--- src/rtl/dmem_arbiter_if.sv ---
// dmem_arbiter_if: bundles the core, DMA and memory-side signals of the data-memory arbiter.
// Latency: none (wires only).
// Backpressure: requesters hold *_req until *_done; stall_core tells the core to wait.
interface dmem_arbiter_if #(
    parameter int AW = 64,
    parameter int DW = 64
);
    // core load/store port
    logic          c_req;
    logic          c_we;
    logic [AW-1:0] c_addr;
    logic [DW-1:0] c_wdata;
    logic [2:0]    c_funct3;
    logic          c_done;
    logic [DW-1:0] c_rdata;
    // DMA / program-loader port
    logic          d_req;
    logic          d_we;
    logic [AW-1:0] d_addr;
    logic [DW-1:0] d_wdata;
    logic [2:0]    d_funct3;
    logic          d_done;
    logic [DW-1:0] d_rdata;
    // single-port data memory
    logic [AW-1:0] mem_addr;
    logic [DW-1:0] mem_wdata;
    logic          mem_we;
    logic          mem_re;
    logic [2:0]    mem_funct3;
    logic [DW-1:0] mem_rdata;
    // core pipeline hold
    logic          stall_core;

    // requesters and memory model side
    modport master (
        output c_req, c_we, c_addr, c_wdata, c_funct3,
        output d_req, d_we, d_addr, d_wdata, d_funct3,
        output mem_rdata,
        input  c_done, c_rdata, d_done, d_rdata,
        input  mem_addr, mem_wdata, mem_we, mem_re, mem_funct3,
        input  stall_core
    );

    // arbiter side
    modport slave (
        input  c_req, c_we, c_addr, c_wdata, c_funct3,
        input  d_req, d_we, d_addr, d_wdata, d_funct3,
        input  mem_rdata,
        output c_done, c_rdata, d_done, d_rdata,
        output mem_addr, mem_wdata, mem_we, mem_re, mem_funct3,
        output stall_core
    );
endinterface

--- src/rtl/dmem_arbiter.sv ---
// dmem_arbiter: shares one single-port data memory between the core (C) and DMA (D); build option DMEM_ARB_CORE_PRIO_EN.
// Latency: grant cycle to done pulse = MEM_LAT+1 cycles; one access per MEM_LAT+2 cycles.
// Backpressure: requests are held until done; the loser waits in IDLE arbitration, core sees stall_core.
module dmem_arbiter #(
    parameter int MEM_LAT = 1,   // 1..15 (cnt is 4 bits)
    parameter int AW      = 64,
    parameter int DW      = 64
) (
    input logic           clk,
    input logic           reset,
    dmem_arbiter_if.slave bus
);

    typedef enum logic [1:0] {
        IDLE   = 2'd0,
        ACCESS = 2'd1,
        DONE   = 2'd2
    } state_t;

    state_t        state_q, state_d;
    logic [3:0]    cnt_q, cnt_d;
    logic          own_q, own_d;          // 0 = core, 1 = DMA
    logic          we_q, we_d;
    logic [AW-1:0] mem_addr_q, mem_addr_d;
    logic [DW-1:0] mem_wdata_q, mem_wdata_d;
    logic [2:0]    mem_funct3_q, mem_funct3_d;
    logic          mem_we_q, mem_we_d;
    logic          mem_re_q, mem_re_d;
    logic          c_done_q, c_done_d;
    logic          d_done_q, d_done_d;
    logic [DW-1:0] c_rdata_q, c_rdata_d;
    logic [DW-1:0] d_rdata_q, d_rdata_d;
`ifndef DMEM_ARB_CORE_PRIO_EN
    logic          rr_ptr_q, rr_ptr_d;    // 0 = core favoured on a tie
`endif
    logic          pick_dma;

    // Next-state, grant and registered-output computation
    always_comb begin
        state_d      = state_q;
        cnt_d        = cnt_q;
        own_d        = own_q;
        we_d         = we_q;
        mem_addr_d   = mem_addr_q;
        mem_wdata_d  = mem_wdata_q;
        mem_funct3_d = mem_funct3_q;
        mem_we_d     = mem_we_q;
        mem_re_d     = mem_re_q;
        c_done_d     = 1'b0;
        d_done_d     = 1'b0;
        c_rdata_d    = c_rdata_q;
        d_rdata_d    = d_rdata_q;
`ifdef DMEM_ARB_CORE_PRIO_EN
        // core always wins a tie; DMA gets the first IDLE cycle the core leaves free
        pick_dma     = ~bus.c_req;
`else
        rr_ptr_d     = rr_ptr_q;
        pick_dma     = (bus.c_req & bus.d_req) ? rr_ptr_q : bus.d_req;
`endif

        case (state_q)
            IDLE: begin
                if (bus.c_req | bus.d_req) begin
                    own_d        = pick_dma;
                    we_d         = pick_dma ? bus.d_we     : bus.c_we;
                    mem_addr_d   = pick_dma ? bus.d_addr   : bus.c_addr;
                    mem_wdata_d  = pick_dma ? bus.d_wdata  : bus.c_wdata;
                    mem_funct3_d = pick_dma ? bus.d_funct3 : bus.c_funct3;
                    // enables become visible in the first ACCESS cycle
                    mem_we_d     = pick_dma ? bus.d_we     : bus.c_we;
                    mem_re_d     = pick_dma ? ~bus.d_we    : ~bus.c_we;
                    cnt_d        = 4'(MEM_LAT - 1);
                    state_d      = ACCESS;
                end
            end
            ACCESS: begin
                // a store writes only in the first ACCESS cycle
                mem_we_d = 1'b0;
                if (cnt_q != 4'd0) begin
                    cnt_d = cnt_q - 4'd1;
                end else begin
                    mem_re_d = 1'b0;
                    if (!we_q) begin
                        if (own_q) d_rdata_d = bus.mem_rdata;
                        else       c_rdata_d = bus.mem_rdata;
                    end
                    if (own_q) d_done_d = 1'b1;
                    else       c_done_d = 1'b1;
                    state_d = DONE;
                end
            end
            DONE: begin
`ifndef DMEM_ARB_CORE_PRIO_EN
                // favour the other requester next time
                rr_ptr_d = ~own_q;
`endif
                state_d = IDLE;
            end
            default: state_d = IDLE;
        endcase
    end

    // State and registered outputs; reset aborts any access without a done pulse
    always_ff @(posedge clk or posedge reset) begin
        if (reset) begin
            state_q      <= IDLE;
            cnt_q        <= 4'd0;
            own_q        <= 1'b0;
            we_q         <= 1'b0;
            mem_addr_q   <= '0;
            mem_wdata_q  <= '0;
            mem_funct3_q <= 3'd0;
            mem_we_q     <= 1'b0;
            mem_re_q     <= 1'b0;
            c_done_q     <= 1'b0;
            d_done_q     <= 1'b0;
            c_rdata_q    <= '0;
            d_rdata_q    <= '0;
`ifndef DMEM_ARB_CORE_PRIO_EN
            rr_ptr_q     <= 1'b0;
`endif
        end else begin
            state_q      <= state_d;
            cnt_q        <= cnt_d;
            own_q        <= own_d;
            we_q         <= we_d;
            mem_addr_q   <= mem_addr_d;
            mem_wdata_q  <= mem_wdata_d;
            mem_funct3_q <= mem_funct3_d;
            mem_we_q     <= mem_we_d;
            mem_re_q     <= mem_re_d;
            c_done_q     <= c_done_d;
            d_done_q     <= d_done_d;
            c_rdata_q    <= c_rdata_d;
            d_rdata_q    <= d_rdata_d;
`ifndef DMEM_ARB_CORE_PRIO_EN
            rr_ptr_q     <= rr_ptr_d;
`endif
        end
    end

    assign bus.c_done     = c_done_q;
    assign bus.d_done     = d_done_q;
    assign bus.c_rdata    = c_rdata_q;
    assign bus.d_rdata    = d_rdata_q;
    assign bus.mem_addr   = mem_addr_q;
    assign bus.mem_wdata  = mem_wdata_q;
    assign bus.mem_funct3 = mem_funct3_q;
    assign bus.mem_we     = mem_we_q;
    assign bus.mem_re     = mem_re_q;
    // core must hold its pipeline until its own done pulse
    assign bus.stall_core = bus.c_req & ~c_done_q;

endmodule

--- src/flat_wrapper.sv ---
// flat-port wrapper written by rule: the top's interface ports become plain ports
module dmem_arbiter_flat 
#(
    parameter int MEM_LAT = 1,                           
    parameter int AW      = 64,
    parameter int DW      = 64
)
  (clk, reset, bus_c_req, bus_c_we, bus_c_addr, bus_c_wdata, bus_c_funct3, bus_d_req, bus_d_we, bus_d_addr, bus_d_wdata, bus_d_funct3, bus_mem_rdata, bus_c_done, bus_c_rdata, bus_d_done, bus_d_rdata, bus_mem_addr, bus_mem_wdata, bus_mem_we, bus_mem_re, bus_mem_funct3, bus_stall_core);
  dmem_arbiter_if #(.AW(AW), .DW(DW)) bus_i ();
  input logic clk;
  input logic reset;
  input wire logic [$bits(bus_i.c_req)-1:0] bus_c_req;
  input wire logic [$bits(bus_i.c_we)-1:0] bus_c_we;
  input wire logic [$bits(bus_i.c_addr)-1:0] bus_c_addr;
  input wire logic [$bits(bus_i.c_wdata)-1:0] bus_c_wdata;
  input wire logic [$bits(bus_i.c_funct3)-1:0] bus_c_funct3;
  input wire logic [$bits(bus_i.d_req)-1:0] bus_d_req;
  input wire logic [$bits(bus_i.d_we)-1:0] bus_d_we;
  input wire logic [$bits(bus_i.d_addr)-1:0] bus_d_addr;
  input wire logic [$bits(bus_i.d_wdata)-1:0] bus_d_wdata;
  input wire logic [$bits(bus_i.d_funct3)-1:0] bus_d_funct3;
  input wire logic [$bits(bus_i.mem_rdata)-1:0] bus_mem_rdata;
  output wire logic [$bits(bus_i.c_done)-1:0] bus_c_done;
  output wire logic [$bits(bus_i.c_rdata)-1:0] bus_c_rdata;
  output wire logic [$bits(bus_i.d_done)-1:0] bus_d_done;
  output wire logic [$bits(bus_i.d_rdata)-1:0] bus_d_rdata;
  output wire logic [$bits(bus_i.mem_addr)-1:0] bus_mem_addr;
  output wire logic [$bits(bus_i.mem_wdata)-1:0] bus_mem_wdata;
  output wire logic [$bits(bus_i.mem_we)-1:0] bus_mem_we;
  output wire logic [$bits(bus_i.mem_re)-1:0] bus_mem_re;
  output wire logic [$bits(bus_i.mem_funct3)-1:0] bus_mem_funct3;
  output wire logic [$bits(bus_i.stall_core)-1:0] bus_stall_core;
  assign bus_i.c_req = bus_c_req;
  assign bus_i.c_we = bus_c_we;
  assign bus_i.c_addr = bus_c_addr;
  assign bus_i.c_wdata = bus_c_wdata;
  assign bus_i.c_funct3 = bus_c_funct3;
  assign bus_i.d_req = bus_d_req;
  assign bus_i.d_we = bus_d_we;
  assign bus_i.d_addr = bus_d_addr;
  assign bus_i.d_wdata = bus_d_wdata;
  assign bus_i.d_funct3 = bus_d_funct3;
  assign bus_i.mem_rdata = bus_mem_rdata;
  assign bus_c_done = bus_i.c_done;
  assign bus_c_rdata = bus_i.c_rdata;
  assign bus_d_done = bus_i.d_done;
  assign bus_d_rdata = bus_i.d_rdata;
  assign bus_mem_addr = bus_i.mem_addr;
  assign bus_mem_wdata = bus_i.mem_wdata;
  assign bus_mem_we = bus_i.mem_we;
  assign bus_mem_re = bus_i.mem_re;
  assign bus_mem_funct3 = bus_i.mem_funct3;
  assign bus_stall_core = bus_i.stall_core;
  dmem_arbiter #(.MEM_LAT(MEM_LAT), .AW(AW), .DW(DW)) u_core (.clk(clk), .reset(reset), .bus(bus_i));
endmodule
--- config.mk ---
export PLATFORM = sky130hd
export DESIGN_NAME = dmem_arbiter_flat
export DESIGN_NICKNAME = d
export VERILOG_FILES = /design/src/rtl/dmem_arbiter_if.sv /design/src/rtl/dmem_arbiter.sv /design/src/flat_wrapper.sv
export SDC_FILE = /design/constraint.sdc
export NUM_CORES = 1
export LEC_CHECK = 0
export CORE_AREA = 5 5 231 233
export DETAILED_ROUTE_END_ITERATION = 16
export DIE_AREA = 0 0 236 238
export MAX_ROUTING_LAYER = met4
export PLACE_DENSITY = 0.62
export SLEW_MARGIN = 0
export SYNTH_ARGS = -nofsm -noshare
export SYNTH_HDL_FRONTEND = slang
export SYNTH_SLANG_ARGS = --single-unit
--- constraint.sdc ---
create_clock -name clk -period 22 [get_ports clk]
set_clock_uncertainty 0.1 [all_clocks]
set_input_delay 3.3 -clock clk [delete_from_list [all_inputs] [get_ports clk]]
set_output_delay 3.3 -clock clk [all_outputs]
set_load 0.02 [all_outputs]
After elaboration in Yosys (flattened, before gate mapping) --
Cells that the tools add are included. W data, S select, Z words.
Storage, ports and cells: flip-flop bits (word level) 272, input port bits 332, word-level logic and storage cells 62
Cells by class: add/sub/neg operators 1, eq/ne operators 5, muxes and demuxes 23, bitwise gates (word level) 9, reductions and logical operators 10
Operators by type and width (number):
- $mux W64 | 2
- $mux W1 | 12
- $mux W4 | 2
- $pmux W4 S2 | 1
- $reduce_and A4 Y1 | 2
- $not A1 Y1 | 6
- $reduce_and A2 Y1 | 3
- $reduce_and A3 Y1 | 2
- $mux W2 | 2
- $ne A2 B1 Y1 const B | 2
- $pmux W1 S2 | 2
- $pmux W2 S2 | 1
- $reduce_bool A4 Y1 | 1
- $sub A4 B1 Y4 const B | 1
- $mux W3 | 1
- $and A1 B1 Y1 | 2
- $eq A2 B1 Y1 const B | 1
- $eq A2 B2 Y1 const B | 1
- $logic_not A2 Y1 | 1
- $ne A2 B2 Y1 const B | 1
- $reduce_bool A2 Y1 | 1
- $or A1 B1 Y1 | 1

Logic depth before layout (Yosys ltp) --
depth after elaboration 5, mapped depth 7, depth with buffers taken out 5

Worst setup path before layout --
Ideal clock, no wire load.
kind input-to-output, start point input port bus_c_req, end point output port bus_stall_core, data arrival time 3.627 ns, setup slack 14.973 ns, stages on the path 1, cell sequence nor2b_1
Between the ends: cells in the longest elaborated chain, start to end 1
RTL lines:
- start: declaration | line flat_wrapper.sv:12 | input wire logic [$bits(bus_i.c_req)-1:0] bus_c_req;
- $and A1 B1 Y1 | line dmem_arbiter.sv:152 | assign bus.stall_core = bus.c_req & ~c_done_q;
- end: declaration | line flat_wrapper.sv:32 | output wire logic [$bits(bus_i.stall_core)-1:0] bus_stall_core;
Every way passes these cells.

Worst setup path in the final report --
Ends and elaborated chain as after synthesis.

==> flow_summary.ini <==
[detailed_routing]
vias = 11000
drc = 0
wire_per_inst_um = 23.0
ant_nets = 0
drt_iter0_drc = 710
routed_via_density = 5.01
routed_wl_mm = 50.5
dr.pass1.iters = 5

[synthesis]
syn_area_mm2 = 0.0123
syn_inst = 957
synth_fp_nets = 1291
yosysTopAreaCell = dfrtp_1
synth_top_flop_cell = dfrtp_1
synth-edff-count = 0
synthTopCellsByArea = dfrtp_1, a2bb2oi_1, a311oi_1
synth_cell_types = 40
synthArstFlopShare_pct = 100
synth-seq-cells = 272
syn_area_per_cell_um2 = 12.8
ys.warnings.count = 0
synth_top_cell_area_share_pct = 55.4
ys_seq_area_share_pct = 55.4

[timing]
fin_crit_ns = 8.30
setup-violations-final = 0
slew_viol_final = 0
finalHoldViolCount = 0
setup_tns_ns = 0
fmax_mhz = 120
rsz0062_at_grt = no
slew_headroom_pct = 30.7
tightestPinTransition_ns = 1.04
period_share_pct = 37.7

[floorplanning]
row_count = 83
die_y_um = 238
core-area_mm2 = 0.0510
die_w_um = 236
ios = 596
dieArea_mm2 = 0.0562
start_util_pct = 24.1

[layout]
drive_gt1_share_pct = 13.1
fillers = 4921
stdcell_area_mm2 = 0.0198
num-nets-final = 1824
area_growth_pct = 61.4
multiInputGateArea_mm2 = 0.00495
regArea_mm2 = 0.00681

[clocking]
cts.sinks = 272
cts_root_buf = clkbuf_16
cts_resized = 0
post-cts-setup-buffers = 0
cts_max_level = 2
clkTransAtPathRegs_ns = 0.06
cts-hold-fix-buffers = 0
insertion_delay_ns = 0.53
max-clock-path-buffers = 3
tritoncts = yes
numCtsBuffers = 34

[global_routing]
grt_pass1_wl_mm = 74.9
overflow = 0
grt_max_degree = 96
gr-usage-all-layers_pct = 17.4
antenna_found_initial = 1
grt_pass1_vias = 11700

[power]
power_frac_seq_pct = 30.2
power_leakage_nw = 7.83
swShare_pct = 37.6
pwr-share-comb_pct = 51.3
power.density_mw_per_mm2 = 152
clkPwrFrac_pct = 18.5
vdd_drop_max_mv = 0.0816
intPower_w = 0.00188
p_switching_w = 0.00113
power_w = 0.00301

[setup_path]
path_max_fanout = 5
worstPathRequired_ns = 18.60
r2r_setup_slack_ns = 18.78
crit_path_end_kind = output port
critical_path_class = in2out
cp.arrival_ns = 4.90
setup.worst_path.start_class = input port

[job]
max-cap-violations = 0

[placement]
placed_cell_area_mm2 = 0.0187
port_buffers = 595
dp_hpwl_mm = 34.1
place.gp.congestion = 0.876

[hold_path]
hold_path.class = reg2reg

[outcome]
outcome = completed
-- sequential cells by signal (all words and copies together), names as in the netlist --
name,flops
u_core.bus.c_rdata,64
u_core.bus.d_rdata,64
u_core.bus.mem_addr,64
u_core.bus.mem_wdata,64
u_core.cnt_q,4
u_core.bus.mem_funct3,3
u_core.state_q,2
u_core.bus.c_done,1
u_core.bus.d_done,1
u_core.bus.mem_re,1
u_core.bus.mem_we,1
u_core.own_q,1
u_core.rr_ptr_q,1
u_core.we_q,1
-- through the flow --
stage          hold WS (ns)  worst slack [ns]  util (%)  std cells
2_1_floorplan         0.378             11.10         -        957
3_3_place_gp          0.375             13.71      36.7       2134
3_5_place_dp          0.382             13.68      36.7       2134
4_1_cts               0.394             13.67      38.9       2194
5_1_grt               0.414             13.68      38.9       2195
6_report              0.392             13.70      38.9       2196
-- cells in the final DEF (no fill, tap or decap), drive strengths merged, types with 2 or more instances in the layout --
cell / n
a21oi: 2
bufinv: 2
nor3: 2
nand2b: 2
buf: 18
nand2: 2
and3: 2
clkdlybuf4s50: 594
a311oi: 132
nor2b: 2
or2: 2
o31ai: 2
nor2: 5
a2bb2oi: 132
dfrtp: 272
mux2: 128
inv: 6
diode: 2
a32o: 2
o21ai: 134
clkbuf: 53
ha: 2
clkinv: 4
-- cell usage after synthesis (2+ instances only) --
| cell type | count |
|---|---|
| mux2_2 | 63 |
| a32o_1 | 2 |
| a21oi_1 | 2 |
| nor2b_1 | 2 |
| nor3_1 | 2 |
| a311oi_1 | 132 |
| clkbuf_1 | 85 |
| o21ai_0 | 134 |
| nand2_1 | 2 |
| mux2_1 | 5 |
| nand2b_1 | 2 |
| and3_1 | 2 |
| nor2_1 | 3 |
| a2bb2oi_1 | 132 |
| nor2_2 | 2 |
| ha_1 | 2 |
| buf_8 | 6 |
| inv_1 | 5 |
| mux2_4 | 60 |
| buf_2 | 22 |
| dfrtp_1 | 272 |
| o31ai_1 | 2 |
-- cells by family (layout without fill, tap and decap cells) --
| logic type | count (synthesis) | in the layout | share of synthesized area [%] |
|---|---|---|---|
| muxes | 128 | 128 | 13.6 |
| adders and majority gates | 2 | 2 | 0.204 |
| and+or+nand+nor | 25 | 25 | 1.32 |
| other | 0 | 2 | 0 |
| DFF | 272 | 272 | 55.4 |
| buffers and inverters | 121 | 678 | 4.50 |
| AOI/OAI and AO/OA | 409 | 409 | 25.0 |
-- routing by layer --
| layer | up-vias | global-route usage (%) | routed length [µm] |
|---|---|---|---|
| met3 | 82 | 4.23 | 3410 |
| met5 | - | - | 0 |
| met4 | 0 | 5.58 | 1500 |
| met1 | 5585 | 21.2 | 20300 |
| li1 | 4856 | - | - |
| met2 | 485 | 28.6 | 25300 |
-- power groups by stage --
stage	logic, W	clock network (W)	registers [W]
after floorplan	0.000519	0	0.00119
after global placement	0.00154	0	0.000899
after detailed placement	0.00155	0	0.000906
after CTS	0.00156	0.000577	0.000906
after global routing	0.00162	0.000595	0.000939
final	0.00154	0.000558	0.000908
-- worst max-delay path: stages --
cell and delay [ns]:
clkdlybuf4s50_1 0.67, nor2b_1 0.28, clkdlybuf4s50_1 0.65
-- worst paths after layout --
path,start,to,depth (start not counted)
setup / recovery,bus_c_req,bus_stall_core,3
hold / removal,u_core.bus.c_rdata[23]$_DFFE_PP0P_,u_core.bus.c_rdata[23]$_DFFE_PP0P_,1
setup reg to reg,u_core.state_q[0]$_DFFE_PP0P_,u_core.bus.mem_funct3[2]$_DFFE_PP0P_,5
hold reg to reg,u_core.bus.c_rdata[23]$_DFFE_PP0P_,u_core.bus.c_rdata[23]$_DFFE_PP0P_,1
max in group asynchronous,reset,u_core.bus.mem_wdata[9]$_DFFE_PP0P_,4
min in group asynchronous,reset,u_core.bus.d_rdata[52]$_DFFE_PP0P_,2
-- cell type report --
| type | count | area share [%] |
|---|---|---|
| clock inverters | 7 | 0.555 |
| flip-flops and latches | 272 | 34.3 |
| well taps | 680 | 4.29 |
| diodes | 2 | 0.0252 |
| repair buffers | 612 | 30.7 |
| multi-input cells | 564 | 25.0 |
| clock buffers | 53 | 5.01 |
| inverters | 6 | 0.164 |
No activity file was read; power rests on OpenSTA's default activity.
